==> config.mk <==
export PLATFORM = sky130hd
export DESIGN_NAME = fetch_decode
export DESIGN_NICKNAME = d
export VERILOG_FILES = /design/src/rtl/fetch_decode.sv
export SDC_FILE = /design/constraint.sdc
export NUM_CORES = 1
export LEC_CHECK = 0
export ABC_AREA = 1
export CAP_MARGIN = 10
export CELL_PAD_IN_SITES_DETAIL_PLACEMENT = 1
export CELL_PAD_IN_SITES_GLOBAL_PLACEMENT = 1
export CORE_MARGIN = 3
export CORE_UTILIZATION = 31
export CTS_CLUSTER_DIAMETER = 80
export DETAILED_ROUTE_END_ITERATION = 7
export PLACE_DENSITY = 0.9
export SYNTH_ARGS = -nofsm -noshare
export SYNTH_HDL_FRONTEND = slang
export SYNTH_SLANG_ARGS = --single-unit
==> constraint.sdc <==
create_clock -name clk -period 2.75 [get_ports clk]
set_input_delay 0.4125 -clock clk [delete_from_list [all_inputs] [get_ports clk]]
set_output_delay 0.4125 -clock clk [all_outputs]
set_load 0.1 [all_outputs]
==> src/rtl/fetch_decode.sv <==
// fetch_decode: instruction fetch plus decode register feeding ctrl.
// Owns the PC, keeps at most one imem request in flight, latches the returned
// word (swapping in NOP_INST for non-32-bit encodings), and holds it under a
// valid/ready handshake. A redirect flushes the held word and refetches.
module fetch_decode #(
  parameter logic [31:0] RESET_PC = 32'h0000_0000,
  parameter logic [31:0] NOP_INST = 32'h0000_0013
) (
  input  logic        clk,
  input  logic        rst,
  output logic        imem_req,
  output logic [31:0] imem_addr,
  input  logic [31:0] imem_rdata,
  input  logic        imem_ack,
  input  logic        redir,
  input  logic [31:0] redir_pc,
  output logic        dec_valid,
  input  logic        dec_ready,
  output logic [31:0] inst,
  output logic [31:0] pc_out,
  output logic [4:0]  opcode,
  output logic [2:0]  func3,
  output logic [6:0]  func7,
  output logic [4:0]  rd,
  output logic [4:0]  rs1,
  output logic [4:0]  rs2,
  output logic        illegal
);

  typedef enum logic {
    ST_REQ  = 1'b0,
    ST_HOLD = 1'b1
  } state_t;

  state_t      state_q, state_d;
  logic [31:0] pc_q, pc_d;
  logic [31:0] inst_q, inst_d;
  logic [31:0] pc_out_q, pc_out_d;
  logic        illegal_q, illegal_d;

  logic        word_legal;

  assign word_legal = (imem_rdata[1:0] == 2'b11);

  // Next-state: redirect outranks both the memory ack and downstream ready.
  always_comb begin
    state_d   = state_q;
    pc_d      = pc_q;
    inst_d    = inst_q;
    pc_out_d  = pc_out_q;
    illegal_d = illegal_q;

    if (redir) begin
      pc_d    = redir_pc & ~32'h0000_0003;
      state_d = ST_REQ;
    end else begin
      unique case (state_q)
        ST_REQ: begin
          if (imem_ack) begin
            state_d  = ST_HOLD;
            pc_out_d = pc_q;
            if (word_legal) begin
              inst_d    = imem_rdata;
              illegal_d = 1'b0;
            end else begin
              inst_d    = NOP_INST;
              illegal_d = 1'b1;
            end
          end
        end
        ST_HOLD: begin
          if (dec_ready) begin
            pc_d    = pc_q + 32'd4;
            state_d = ST_REQ;
          end
        end
        default: state_d = ST_REQ;
      endcase
    end
  end

  // State and decode registers with synchronous reset.
  always_ff @(posedge clk) begin
    if (rst) begin
      state_q   <= ST_REQ;
      pc_q      <= RESET_PC;
      inst_q    <= '0;
      pc_out_q  <= RESET_PC;
      illegal_q <= 1'b0;
    end else begin
      state_q   <= state_d;
      pc_q      <= pc_d;
      inst_q    <= inst_d;
      pc_out_q  <= pc_out_d;
      illegal_q <= illegal_d;
    end
  end

  // Request is suppressed during reset so memory never sees a fetch it must drop.
  always_comb begin
    imem_req  = (state_q == ST_REQ) && !rst;
    imem_addr = {pc_q[31:2], 2'b00};
    dec_valid = (state_q == ST_HOLD);
    inst      = inst_q;
    pc_out    = pc_out_q;
    illegal   = illegal_q;
    opcode    = inst_q[6:2];
    func3     = inst_q[14:12];
    func7     = inst_q[31:25];
    rd        = inst_q[11:7];
    rs1       = inst_q[19:15];
    rs2       = inst_q[24:20];
  end

endmodule

==> metrics.txt <==
hold buffers post-CTS 0; Total Wirelength 17030 µm; H-tree levels 3; Inserted Clock Buffers 9; Mapped Area 0.004624 mm²; vias in the first global route 5030; Yosys reg bits 94; chip height 128.1 µm; initial core utilization 31.70%; Mapped Cells 663; DP Worst Slack 501.0 ps; relative slew slack 54.29%; post-CTS setup buffer count 0; die area 0.01642 mm²; Final Critical Period 1895 ps; Overall Global Routing Usage 20.18%; cell with the most instances after synthesis nand2_1; Cell Chain, Critical Path clkdlybuf4s50_1 -> inv_2 -> nand3_2 -> buf_4 -> nor2_2 -> buf_4 -> a22oi_1 -> nor2_1; global-route track usage on met3 3.292%; largest net degree at the start of global routing 38; met1 Use GR 25.27%; crit-path max FO 36; slowest CP cell clkdlybuf4s50_1; Synth area leaders dfxtp_1, nand2_1, nor2_1; Final Cycle Share 68.92%; setup ws final 854.7 ps; Root Driver clkbuf_16; cell mode on critical path buf_4; most frequent cells after synthesis nand2_1, nor2_1, dfxtp_1; CTS tree built; f_max 527.6 MHz; Hold Violations, Final 0; dpl cell area 0.006146 mm²; layout cell share with drive strength beyond 1 22.06%; largest buffer count on any clock path 2; Worst EP required 3020 ps; Synth area leader dfxtp_1; MaxCap Viol Count 0; synthesis-to-layout area growth 39.42%; # IOs 198; register area share after synthesis 40.69%; dpl hpwl 12650 µm; vias 4919; CP Capture Type flip-flop; busiest layer in global routing met2; DRT iter0 DRCs 220; CP Data Arrival Time 2170 ps; non-filler cells, final 1000; Core ar. 0.01459 mm²; first-pass GRT wire length 26450 µm; worst slew pin tran 685.6 ps; min-delay src inst[0]; post-cts gate resize count 0; Hold Crit Class reg2reg; Final Wtd Congestion 0.8382; finished layout cell area 0.006447 mm²; CTS clock-pin slew for the worst setup and hold paths 70 ps; setup_tns 0 ps; ys flop type dfxtp_1; 1st-pass router iterations 5; Synth async-reset ratio 0%; vias per inst 4.919; detail-routed net length per standard cell 17.03 µm; outcome finished, final reports clean; worst-skew pair later-pin latency 350 ps; number of synthesis warnings 0; Nets 881; area share of the largest cell type after synthesis 40.69%; RSZ-0062 raised after global routing false; ANT nets after route 0; post-synthesis cell type count 33; average size of a mapped cell 6.975 µm²; Port Buffers 191; chip width 128.1 µm; Post-route DRC 0; number of synthesized flops with an enable pin 0; Cells after DPL 984; Worst path max stage delay 440 ps; std cell rows 44; met2 usage 34.29%; crit path from redir; pwr/cell area 601.6 mW/mm²; antenna cells 0; CTS Sinks 94; P_leak 2.758 nW; Worst Skew 10.78 ps; global route total overflow 0; Setup crit start kind input port; launch point of the worst reg-to-reg path pc_q[3]; Max Slew Vio Count 0; WS Path Type in2reg; peak supply drop 0.0002766 V; initial antenna violation count 0; Final setup viols 0
[cell usage in the layout (no fill, tap or decap), types with 2 or more instances in the layout]
cell	count
nand2_1	148
buf_4	133
nor2_1	103
dfxtp_1	94
clkdlybuf4s50_1	65
nand3_1	49
o21ai_0	47
inv_1	39
a21oi_1	31
a22oi_1	29
clkbuf_16	9
nor2_4	7
nand2_2	6
inv_2	6
nor2_2	6
o211ai_1	4
nor3_1	4
conb_1	4
nand2_4	3
a21boi_0	3
clkinv_1	2
a31oi_1	2
and2_1	2
a211oi_1	2
nand4_1	2
clkinvlp_4	2
[area by class of cell]
cell class | count | area, µm²
Fill cell | 1841 | 8142
Multi-Input combinational cell | 459 | 2183
Sequential cell | 94 | 1882
Timing Repair Buffer | 200 | 1674
Clock buffer | 11 | 242.7
Tap cell | 184 | 230.2
Inverter | 47 | 176.4
Clock inverter | 5 | 58.81
[where the power goes]
group	internal (mW)	switching [mW]	leakage (nW)
Sequential	1.43	0.0733	0.770
Clock	0.731	0.570	0.142
Combinational	0.253	0.820	1.85
[cell families after synthesis]
group           Yosys count  share of synthesized area (%)
simple gates            331                          30.87
compound gates          123                          15.69
buf+inv                 113                          12.39
flops                    94                          40.69
fa+ha+maj                 1                         0.2705
other cells               1                        0.08109
[worst max-delay path, delay by kind of cell]
| family | cells | cell delay (ps) |
|---|---|---|
| AOI/OAI and AO/OA | 1 | 120 |
| and+or+nand+nor | 3 | 380 |
| buffers and inverters | 4 | 1260 |
[worst paths after layout]
kind,to,depth (start not counted),slack [ps]
worst min-delay path,inst[0],2,480
worst max-delay path,inst[22],8,850
worst max register to register,pc_q[28],10,1010
worst min register to register,inst[0],2,480
[metal layers]
layer | wire length (µm) | part of all wire [%]
met2 | 8390 | 49
met5 | 0 | 0
met4 | 434 | 2.5
met3 | 832 | 4.9
met1 | 7375 | 43
[metrics by stage]
stage | total power [mW] | hold WS, ps | util [%]
finish | 3.879 | 480.0 | 44.19
global route | 4.027 | 517.9 | 44.19
CTS | 3.918 | 493.9 | 44.19
detailed placement | 2.611 | 476.7 | 42.13
global placement | 2.593 | 453.4 | 42.13
floorplan | 2.317 | 522.7 | -
[sequential cells by signal, indices dropped and copies added, names as in the netlist]
register   flops
dec_valid      1
illegal        1
inst          32
pc_q          30
pc_out        30
No activity file was read; power rests on OpenSTA's default activity.
